### src/rtl/counting_gen_pkg.sv
// Shared definitions for the 1-2-3 marker generator and its detector partner.
// Holds the 2-bit symbol constants and the generator FSM state encoding.
package counting_gen_pkg;

    localparam logic [1:0] SYM_FILL = 2'b00;
    localparam logic [1:0] SYM_1    = 2'b01;
    localparam logic [1:0] SYM_2    = 2'b10;
    localparam logic [1:0] SYM_3    = 2'b11;

    typedef enum logic [2:0] {
        IDLE = 3'd0,
        GAP  = 3'd1,
        M1   = 3'd2,
        M2   = 3'd3,
        M3   = 3'd4,
        FIN  = 3'd5
    } gen_state_t;

endpackage

### src/rtl/counting_gen_gap.sv
// Filler-gap down-counter.
// Ports:
//   clk, rst_n   clock, async active-low reset
//   load         load load_val into the counter (wins over dec)
//   load_val     gap length to count down from
//   dec          decrement by one (ignored when already zero)
//   zero_next    a decrement this cycle would bring the count to zero
module gap_counter #(
    parameter int W = 4
) (
    input  logic         clk,
    input  logic         rst_n,
    input  logic         load,
    input  logic [W-1:0] load_val,
    input  logic         dec,
    output logic         zero_next
);

    logic [W-1:0] cnt_q;
    logic [W-1:0] cnt_d;

    always_comb begin
        cnt_d = cnt_q;
        if (load) begin
            cnt_d = load_val;
        end else if (dec && (cnt_q != '0)) begin
            cnt_d = cnt_q - 1'b1;
        end
    end

    always_ff @(posedge clk or negedge rst_n) begin
        if (!rst_n) begin
            cnt_q <= '0;
        end else begin
            cnt_q <= cnt_d;
        end
    end

    assign zero_next = (cnt_q == W'(1));

endmodule

### src/rtl/counting_gen.sv
// Marker-stream generator: emits reps markers (1,2,3), each preceded by gap
// filler symbols, over a valid/ready handshake. All outputs are registered.
// Ports:
//   start/reps/gap  burst request; reps/gap latched when start is taken in IDLE
//   ready           sink accepts num this cycle
//   num/valid       current symbol and its qualifier
//   busy            any state but IDLE
//   done            single-cycle pulse in FIN
//   marks_sent      markers completed in the current or last burst
//
// state | meaning
// IDLE  | waiting for start, valid low
// GAP   | sending filler symbols, gap counter running
// M1    | sending marker symbol 1
// M2    | sending marker symbol 2
// M3    | sending marker symbol 3, marker counted on transfer
// FIN   | burst finished, done high for one cycle
module counting_gen
    import counting_gen_pkg::*;
#(
    parameter int         REP_W = 4,
    parameter int         GAP_W = 4,
    parameter logic [1:0] FILL  = SYM_FILL
) (
    input  logic             clk,
    input  logic             rst_n,
    input  logic             start,
    input  logic [REP_W-1:0] reps,
    input  logic [GAP_W-1:0] gap,
    input  logic             ready,
    output logic [1:0]       num,
    output logic             valid,
    output logic             busy,
    output logic             done,
    output logic [REP_W-1:0] marks_sent
);

    gen_state_t       state_q, state_d;
    logic [REP_W-1:0] reps_q, reps_d;
    logic [GAP_W-1:0] gap_q, gap_d;
    logic [REP_W-1:0] marks_q, marks_d;
    logic [1:0]       num_q, num_d;
    logic             valid_q, valid_d;
    logic             busy_q, busy_d;
    logic             done_q, done_d;

    logic             xfer;
    logic             cnt_load;
    logic [GAP_W-1:0] cnt_load_val;
    logic             cnt_dec;
    logic             cnt_zero_next;

    gap_counter #(.W(GAP_W)) u_gap (
        .clk       (clk),
        .rst_n     (rst_n),
        .load      (cnt_load),
        .load_val  (cnt_load_val),
        .dec       (cnt_dec),
        .zero_next (cnt_zero_next)
    );

    assign xfer = valid_q && ready;

    always_comb begin
        state_d      = state_q;
        reps_d       = reps_q;
        gap_d        = gap_q;
        marks_d      = marks_q;
        cnt_load     = 1'b0;
        cnt_load_val = gap_q;
        cnt_dec      = 1'b0;

        unique case (state_q)
            IDLE: begin
                if (start) begin
                    reps_d       = reps;
                    gap_d        = gap;
                    marks_d      = '0;
                    cnt_load_val = gap;
                    if (reps == '0) begin
                        state_d = FIN;
                    end else if (gap != '0) begin
                        cnt_load = 1'b1;
                        state_d  = GAP;
                    end else begin
                        state_d = M1;
                    end
                end
            end
            GAP: begin
                if (xfer) begin
                    cnt_dec = 1'b1;
                    if (cnt_zero_next) begin
                        state_d = M1;
                    end
                end
            end
            M1: if (xfer) state_d = M2;
            M2: if (xfer) state_d = M3;
            M3: begin
                if (xfer) begin
                    marks_d = marks_q + 1'b1;
                    if (marks_d == reps_q) begin
                        state_d = FIN;
                    end else if (gap_q != '0) begin
                        cnt_load = 1'b1;
                        state_d  = GAP;
                    end else begin
                        state_d = M1;
                    end
                end
            end
            FIN:     state_d = IDLE;
            default: state_d = IDLE;
        endcase

        // Outputs are decoded from the next state so they land in flops
        // together with the state they describe.
        num_d   = 2'b00;
        valid_d = 1'b0;
        unique case (state_d)
            GAP:     begin num_d = FILL;  valid_d = 1'b1; end
            M1:      begin num_d = SYM_1; valid_d = 1'b1; end
            M2:      begin num_d = SYM_2; valid_d = 1'b1; end
            M3:      begin num_d = SYM_3; valid_d = 1'b1; end
            default: begin num_d = 2'b00; valid_d = 1'b0; end
        endcase
        busy_d = (state_d != IDLE);
        done_d = (state_d == FIN);
    end

    always_ff @(posedge clk or negedge rst_n) begin
        if (!rst_n) begin
            state_q <= IDLE;
            reps_q  <= '0;
            gap_q   <= '0;
            marks_q <= '0;
            num_q   <= 2'b00;
            valid_q <= 1'b0;
            busy_q  <= 1'b0;
            done_q  <= 1'b0;
        end else begin
            state_q <= state_d;
            reps_q  <= reps_d;
            gap_q   <= gap_d;
            marks_q <= marks_d;
            num_q   <= num_d;
            valid_q <= valid_d;
            busy_q  <= busy_d;
            done_q  <= done_d;
        end
    end

    assign num        = num_q;
    assign valid      = valid_q;
    assign busy       = busy_q;
    assign done       = done_q;
    assign marks_sent = marks_q;

endmodule
### config.mk
export PLATFORM = sky130hd
export DESIGN_NAME = counting_gen
export DESIGN_NICKNAME = d
export VERILOG_FILES = /design/src/rtl/counting_gen_pkg.sv /design/src/rtl/counting_gen_gap.sv /design/src/rtl/counting_gen.sv
export SDC_FILE = /design/constraint.sdc
export NUM_CORES = 1
export LEC_CHECK = 0
export CAP_MARGIN = 10
export CORE_ASPECT_RATIO = 1.5
export CORE_MARGIN = 10
export CORE_UTILIZATION = 55
export CTS_BUF_LIST = sky130_fd_sc_hd__clkbuf_8
export DETAILED_ROUTE_END_ITERATION = 10
export PLACE_DENSITY = 0.84
export SYNTH_ARGS = -nofsm -noshare
export SYNTH_HDL_FRONTEND = slang
export SYNTH_SLANG_ARGS = --single-unit
### constraint.sdc
create_clock -name clk -period 5.7 [get_ports clk]
set_input_delay 1.14 -clock clk [delete_from_list [all_inputs] [get_ports clk]]
set_output_delay 1.14 -clock clk [all_outputs]
set_load 0.01 [all_outputs]
[Yosys cells after proc, flatten, opt, wreduce, memory -nomap -nowiden]
Cells that the tools add are included.
Word-level totals
  register bits: 24
  input port bits: 12
  output and inout port bits: 9
  logic and storage cells: 66
Cells by class
  add/subtract/negate cells: 2
  eq/ne operators: 13
  mux-type cells: 29
  reduce and logical (&&, ||, !) cells: 13
Operators with widths (count)
  $mux W3: 8
  $mux W4: 6
  $pmux W3 S5: 1
  $eq A3 B2 Y1 const B: 4
  $reduce_bool A4 Y1: 3
  $eq A3 B3 Y1 const B: 3
  $mux W1: 9
  $pmux W4 S2: 1
  $eq A3 B1 Y1 const B: 2
  $pmux W2 S3: 1
  $add A4 B1 Y4 const B: 1
  $eq A4 B1 Y1 const B: 1
  $eq A4 B4 Y1: 1
  $logic_not A4 Y1: 1
  $mux W2: 2
  $ne A2 B2 Y1 const B: 2
  $reduce_bool A2 Y1: 2
  $reduce_or A4 Y1: 1
  $sub A4 B1 Y4 const B: 1
  $logic_not A3 Y1: 1
  $reduce_and A3 Y1: 1
  $reduce_bool A3 Y1: 1
  $logic_and A1 B1 Y1: 2
  $pmux W1 S2: 1
  $reduce_and A2 Y1: 1

[Longest topological paths before layout]
Gate-level depths: netlist (run 1).
  depth in word-level cells: 8
  mapped depth: 7
  gate-level depth less buffers: 7

[By module]
A second synthesis (run 1) with hierarchy kept.
Unflattened totals
  cells, all modules: 121
  area total of the unflattened synthesis: 1303.8 um2
By module, submodules not included
  counting_gen: times used 1, cells an instance 92, area each 1021.0 um2, seq. area each 500.5 um2
  gap_counter: times used 1, cells an instance 29, area each 282.8 um2, seq. area each 100.1 um2

[Worst setup path after synthesis (run 1)]
OpenSTA, ideal clock, no wires.
  kind: input port to flip-flop
  start: input reps[1]
  end: register done_q, in the netlist done
  setup time: 67 ps
  arrival: 2599 ps
  required time: 5633 ps
  setup slack: 3034 ps
  cell stages on the path: 5
  buffers on the path: 0
  cells stage by stage: or4_4 > or4b_4 > a21oi_2 > o21bai_4 > o41a_1
On the way
  word-level cells in the longest chain between the ends: 5
RTL lines
  start: declaration: RTL line counting_gen.sv:28  | input logic [REP_W-1:0] reps,
  $logic_not A4 Y1: RTL line counting_gen.sv:80  | if (reps == '0) begin
  $mux W3: RTL line counting_gen.sv:80
  $mux W3: RTL line counting_gen.sv:75  | if (start) begin
  $pmux W3 S5: RTL line counting_gen.sv:73  | unique case (state_q)
  named net state_d[2]: RTL line counting_gen.sv:38  | gen_state_t state_q, state_d;
  $eq A3 B3 Y1: RTL line counting_gen.sv:129  | done_d = (state_d == FIN);
  named net done_d: RTL line counting_gen.sv:45  | logic done_q, done_d;
  end signal: assignment: RTL line counting_gen.sv:150  | done_q <= done_d;
  end: declaration: RTL line counting_gen.sv:45
The timed path passes the listed nets, and every way through them passes these cells.
A chain may end at the register's enable or synchronous reset.

[Final worst setup path (run 1)]
Same ends and word-level chain as after synthesis.

==> results of run 1 <==
-- final cells by class --
class	count	area [µm²]	area share
multi-input cells	88	692	0.439
inverters	2	7.51	0.00476
repair buffers	21	208	0.132
well taps	23	28.8	0.0182
flip-flops and latches	24	601	0.381
clock buffers	3	41.3	0.0262
-- worst max path at each step --
stage | startpoint | to | slack (ns)
floorplan | reps[1] | done | 3.03
global placement | reps[1] | done | 2.56
detailed placement | reps[1] | valid | 2.49
CTS | reps[1] | done | 2.77
global route | reps[1] | done | 2.71
finish | reps[1] | done | 2.75
-- power breakdown --
group / total [W] / internal [W] / switching [W]
registers: 0.000302 / 0.000236 / 0.0000657
logic: 0.000301 / 0.000166 / 0.000135
clock network: 0.0000955 / 0.0000472 / 0.0000483
total: 0.000698 / 0.000449 / 0.000249
-- per-layer routing --
metal  wire length (µm)  up-vias
li1                   -      477
met1               1030      504
met2               1630       21
met3                125        4
met4                 40        0
met5                  0        -
-- cell families (layout without fill, tap and decap cells) --
family / Yosys count / in the layout / share of synthesized area
fa+ha+maj: 3 / 3 / 0.0283
xor+xnor: 8 / 8 / 0.0746
flops: 24 / 24 / 0.453
compound gates: 22 / 22 / 0.118
mux: 12 / 12 / 0.102
buf+inv: 6 / 26 / 0.0246
simple gates: 43 / 43 / 0.199
-- cells in the final DEF (no fill, tap or decap), types with 2 or more instances in the layout --
cell type,n
nor2b_1,2
ha_1,3
mux2_2,12
a31oi_1,3
inv_1,2
or3b_2,2
o21ai_0,6
nand4b_1,2
xnor2_1,4
nor2_1,5
clkdlybuf4s50_1,20
clkbuf_8,3
nor3_1,2
nand3b_1,3
nand3_1,5
a21oi_1,5
xor2_1,2
dfrtp_1,24
nor4_1,3
nand2_1,9
-- state kept, by name, summed over array words and instances, names as in the netlist --
register	cells
gap_q	4
marks_sent	4
reps_q	4
u_gap.cnt_q	4
state_q	3
num	2
busy	1
done	1
valid	1
-- per-stage QoR --
stage               setup WS (ns)  area, µm²  utilization  power, W  std cells
floorplan                    3.03       1330            -  0.000513        118
global placement             2.56       1540        0.680  0.000589        158
detailed placement           2.49       1540        0.680  0.000604        158
CTS                          2.77       1580        0.698  0.000704        161
global route                 2.71       1580        0.698  0.000753        161
finish                       2.75       1580        0.698  0.000698        161
==> results.md, run 1 <==
- The time the final worst path needs with I/O delays and setup is 2.95 ns.
- The total of endpoints with negative setup slack in the final report is 0.
- The estimated wirelength of the detail-placed design is 2230 µm.
- Dividing total power by cell area gives a power density of approximately 440 nW/µm².
- The worst register-to-register path begins at marks_sent[0].
- The setup slack on the worst flop-to-flop path is 3.37 ns.
- The synthesized design spends more area on one cell type than any other, namely dfrtp_1.
- Counting buffers and inverters, the worst setup path is 6 cells deep.
- The growth of design area from synthesis to finish is 19.1%.
- The minimum hold slack is roughly 0.53 ns.
- At the pin with the least slew margin, the transition time is around 1 ns.
- The warning count from the yosys run is 0.
- The first detailed-routing pass took 4 iterations.
- The row count is 21.
- The most used routing layer in global routing is met2.
- The residual overflow from global routing is 0.
- At the end of routability-driven placement, the weighted congestion stood at just under 0.8.
- The initial core utilization is 0.586.
- The count of endpoints failing hold in the final timing report was 0.
- The number of hold buffers added after CTS is 0.
- The capturing point of the worst reg2reg path is u_gap.cnt_q[0].
- The global-route met3 utilization is 0.0425.
- For this run, the register share of the synthesized area comes to 0.453.
- Port buffering added 20 buffers.
- Clock tree synthesis inserted a total of 3 buffers.
- IR analysis of the VDD net gives a maximum drop of around 0.28 mV.
- By area the synthesized netlist is led by dfrtp_1 45%, mux2_2 10%, ha_1 2.8%.
- The worst path buffer plus inverter count is 1.
- The final count of pins violating max slew is 0.
- The top cell family by delay on the critical path is simple AND/OR/NAND/NOR gates.
- In the finished design, the share of the clock period the worst path needs comes to 0.518.
- Setup repair after global routing left no endpoint under its margin.
- Counting flops and latches in the post-synthesis netlist gives 24.
- In this run the worst hold path is classified as flop to flop.
- In this run the static leakage power is 0.667 nW.
- For this run, global-route usage on met1 was measured as 0.135.
- The overall fraction of global-route tracks in use is 0.131.
- The count of nets left with antenna violations once routing finished came out at 0.
- The kind of critical path is primary input to flop.
- After technology mapping, the gate count stands at ~120.
- Along the worst hold path, the cell count comes to 1.
- The share of post-route cells with drive strength above 1 is 0.174.
- For this run, asynchronously set or reset flops after synthesis account for 1.00.
- The via count is approximately 1000.
- The clock transition at the registers of the reported paths is about 0.070 ns.
- The setup TNS after final layout is 0 ns.
- The cell with the largest stage delay on the worst path is or4_4.
- The flip-flop cell with the highest count after synthesis is dfrtp_1.
- The first global-routing pass estimated around 4900 µm of wire.
- The aggregate routed wire length is around 2800 µm.
- The filler cells instantiated in the layout total 168.
- 21 I/O pins were placed.
- In this run, distinct cell masters in the synthesized netlist total 40.
- The count of inserted antenna diode cells is 0.
- STA classifies the critical path startpoint as a primary input.
- The average instance in the mapped netlist occupies around 11 µm².
- Post-CTS timing repair inserted 0 buffers for setup.
- In the routed design, unresolved DRC markers number 0.
- The floorplan die height is 80.1 µm.
- The flow ran to the end, and the final reports show no timing, DRC or antenna violations.
- In this run the horizontal extent of the chip is between 60 and 70 µm.
- Data on the critical path arrives at its endpoint at 3.15 ns.
- The depth of the CTS H-tree is 1.
- The most numerous cell in the Yosys netlist is dfrtp_1.
- The number of maximum-capacitance constraint violations is 0.
- The post-synth design cell area is 1330 µm².
- Counting instances in the post-synthesis netlist gives the leading cell types as 24 x dfrtp_1, 12 x mux2_2, 9 x nand2_1.
- CTS placed an instance of clkbuf_8 at the clock tree root.
- The startpoint identified for the worst hold timing path is gap_q[1].
- The later pin in the worst-skew pair is clocked with a latency of roughly 0.26 ns.
- The number of global-route vias before repair was roughly 1000.
- For hold timing, the worst endpoint is gap_q[1].
- The nature of the critical path endpoint is a flop.
- The achievable clock frequency is about 340 MHz.
- The number of vias per cell is around 6.2.
- The required time of the critical path is just under 6 ns.
- The top-area cell type share of the netlist area is 0.453.
- Measured against its own limit, the worst slew margin works out to 0.313.
- The signal on the critical path passes through clkdlybuf4s50_1, or4_4, or4b_4, a21oi_2, o21bai_4, o41a_1.
- The number of cells upsized or downsized after cts is 0.
- The number of nets handed over by synthesis was ~130.
- Clock tree synthesis found a total of 24 sinks.
- The setup clock skew after layout is 0.00216 ns.
- The die covers roughly 4800 µm².
- In this run, the number of DRC markers left after iteration 0 of detailed routing was 52.
- The core footprint is 2260 µm².
- Entering global routing, the biggest net connects 25 pins.
- In this run the worst path has a maximum fanout of 5.
- At the end of the flow, the number of nets in the layout was ~160.
- The initial antenna violation count is 0.
- After detailed routing, the average wire length per cell comes to around 18 µm.
- The cell depth of the worst flop-to-flop path is 6.
- The number of flops mapped to enable cells by yosys is 0.
- The clock tree from TritonCTS is built.
- The global routing usage on met2 is 0.232.
- In this design, the stage delay of the slowest critical-path cell is between 0.5 and 0.6 ns.
- Counting along the longest clock path gives a buffer depth of 2.
Power figures use the tool's default switching activity.
==> run 2: changes to the inputs <==
==> constraint.sdc (replaced) <==
create_clock -name clk -period 3.09 [get_ports clk]
set_input_delay 0.618 -clock clk [delete_from_list [all_inputs] [get_ports clk]]
set_output_delay 0.618 -clock clk [all_outputs]
set_load 0.01 [all_outputs]
==> run 2 against run 1 <==
  * Critical path depth is the same
  * Wire length is essentially flat
  * Final cell count rose by 1.2%
  * Die area unchanged
  * Final area rose by 2.4%
  * Highest routed layer unchanged
==> results.md, run 2 (synthesis results as in run 1) <==
- The share of the clock period used by the worst path is 0.769.
- For the finished layout, the period the worst path requires is about 2.4 ns.
- The post-placement cell area was 1540 µm² (about the same).
- The setup clock skew after layout is 0.000916 ns (was 0.00216 ns).
- The number of nets in the layout is 156 (was 155).
- The routed length on met3 was 100 µm (was 125 µm).
- The global placement routability congestion is 0.796 (was 0.778).
- The number of buffers between clock root and the deepest sink came to 2 (unchanged).
- The remaining antenna violation count is 0 (unchanged).
- The sink count of the clock tree is 24 (unchanged).
- The arrival time of data at the critical path endpoint is 2.58 ns (was 3.15 ns).
- The aggregate routed wire length came to 2830 µm (about the same).
- The required time of the critical path was 3.30 ns (was 5.90 ns).
- The floorplan die height is 80.1 µm (unchanged).
- The initial antenna violation count is 0 (unchanged).
- The initial DRC count came to 23 (was 52).
- The wire length per cell is 17.3 µm (was 17.6 µm).
- The met2 layer wire length in the routed design came to 1650 µm (was 1630 µm).
- The highest metal layer used by the detailed router is met4 (unchanged).
- The floorplan die width was 60.1 µm (unchanged).
- The core footprint is 2260 µm² (unchanged).
- Setup repair after global routing missed its margin: false (unchanged).
- The depth of the CTS H-tree was 1 (unchanged).
- The type of the worst min-delay path is flop to flop (unchanged).
- The clock tree from TritonCTS is built (unchanged).
- The setup TNS after final layout came to 0 ns (unchanged).
- The slew at the pin with the worst max-slew slack is 0.683 ns (was 1.03 ns).
- The via count is 1015 (was 1006).
- The TritonCTS buffer count was 3 (unchanged).
- Highest-count cells in the layout ignoring fill and taps: 24 x dfrtp_1, 20 x clkdlybuf4s50_1, 12 x mux2_2 (unchanged).
- The number of global-route vias before repair is 1138 (was 1024).
- The initial core utilization is 0.586 (unchanged).
- The critical path launch point type is a primary input (unchanged).
- The row count was 21 (unchanged).
- The minimum hold slack was 0.526 ns (was 0.529 ns).
- The final count of pins violating max slew is 0 (unchanged).
- The number of hold buffers added after CTS is 0 (unchanged).
- The detailed-route wire length on metal 1 came to 1050 µm (was 1030 µm).
- The kind of critical path is primary input to flop (unchanged).
- The clock transition at the registers of the reported paths is 0.08 ns (was 0.07 ns).
- The residual overflow from global routing is 0 (unchanged).
- The nature of the critical path endpoint is a flop (unchanged).
- The I/O pin count came to 21 (unchanged).
- The power density over cell area came to 857 nW/µm² (was 442 nW/µm²).
- The post-CTS setup buffer count is 0 (unchanged).
- The total of endpoints with negative setup slack in the final report is 0 (unchanged).
- The detailed-router iteration count before antenna repair is 4 (unchanged).
- The non-filler instance count after layout is 163 (was 161).
- The global-route wire length before repair was 5040 µm (was 4920 µm).
- The achievable clock frequency is 421 MHz.
- The peak supply drop is 0.527 mV (was 0.281 mV).
- The later-pin clock latency in the skew report is 0.26 ns (about the same).
- The worst-case headroom to the max-slew limit is 0.543 (was 0.313).
- The number of vias per cell came to 6.23 (was 6.25).
- The pin count of the biggest net entering global routing was 25 (unchanged).
- The count of input and output buffers was 20 (unchanged).
- The count of inserted antenna diode cells was 0 (unchanged).
- The commonest non-fill, non-tap cell in the layout was dfrtp_1 (unchanged).
- Outcome: complete, no violations (unchanged).
- The number of maximum-capacitance constraint violations came to 0 (unchanged).
- The largest driver fanout on the critical path came to 5 (unchanged).
- The summed area of non-filler cells in the final layout was 1620 µm² (was 1580 µm²).
- The estimated wirelength of the detail-placed design is 2220 µm (was 2230 µm).
- The growth of design area from synthesis to finish came to 21.9% (was 19.1%).
- The static leakage power is 0.685 nW (was 0.667 nW).
- The cell count after placement is 159 (was 158).
- The count of endpoints failing hold in the final timing report was 0 (unchanged).
- The number of cells upsized or downsized after cts came to 0 (unchanged).
- The share of post-route cells with drive strength above 1 was 0.186 (was 0.174).
- The remaining design rule violation count is 0 (unchanged).
- The root buffer cell is clkbuf_8 (unchanged).
- The overall fraction of global-route tracks in use was 0.130 (was 0.131).
- The die outline area came to 4810 µm² (unchanged).
[run 2: critical path, cell delays in order]
cell and delay (ns):
clkdlybuf4s50_1 0.42, or4_4 0.58, or4b_4 0.50, a21oi_2 0.15, o21bai_4 0.15, o41a_1 0.17
[run 2: layout make-up]
class / count / area, µm²
sequential: 24 / 601
multi-input combinational: 88 / 692
fill: 175 / 644
clock buffer: 3 / 41.3
timing repair buffer: 22 / 215
inverter: 2 / 7.51
clock inverter: 1 / 30.0
tap: 23 / 28.8
[run 2: final timing paths]
check                         startpoint              to  cells past startpoint  slack [ns]
hold / removal                  gap_q[1]        gap_q[1]                      1        0.53
setup / recovery                 reps[1]            done                      6        0.71
setup reg to reg           marks_sent[0]  u_gap.cnt_q[2]                      6        0.84
hold reg to reg                 gap_q[1]        gap_q[1]                      1        0.53
max in group asynchronous          rst_n  u_gap.cnt_q[3]                      2        2.17
min in group asynchronous          rst_n          num[1]                      2        0.69
[run 2: per-layer routing]
| layer | GRT usage | up-vias |
|---|---|---|
| met3 | 0.0283 | 4 |
| li1 | - | 481 |
| met2 | 0.240 | 18 |
| met4 | 0.0495 | 0 |
| met5 | 0 | - |
| met1 | 0.134 | 512 |
[run 2: power by group]
group / leakage, nW / total (W) / switching (W) / internal (W)
clock network: 0.0357 / 0.000272 / 0.0000985 / 0.000173
registers: 0.298 / 0.000556 / 0.000121 / 0.000435
logic: 0.352 / 0.000556 / 0.000249 / 0.000307
[run 2: through the flow]
stage	utilization	power (W)	worst slack, ns
after floorplan	-	0.000947	0.946
after global placement	0.683	0.00109	0.472
after detailed placement	0.683	0.00112	0.441
after CTS	0.715	0.00140	0.718
after global routing	0.715	0.00148	0.640
final	0.715	0.00138	0.713
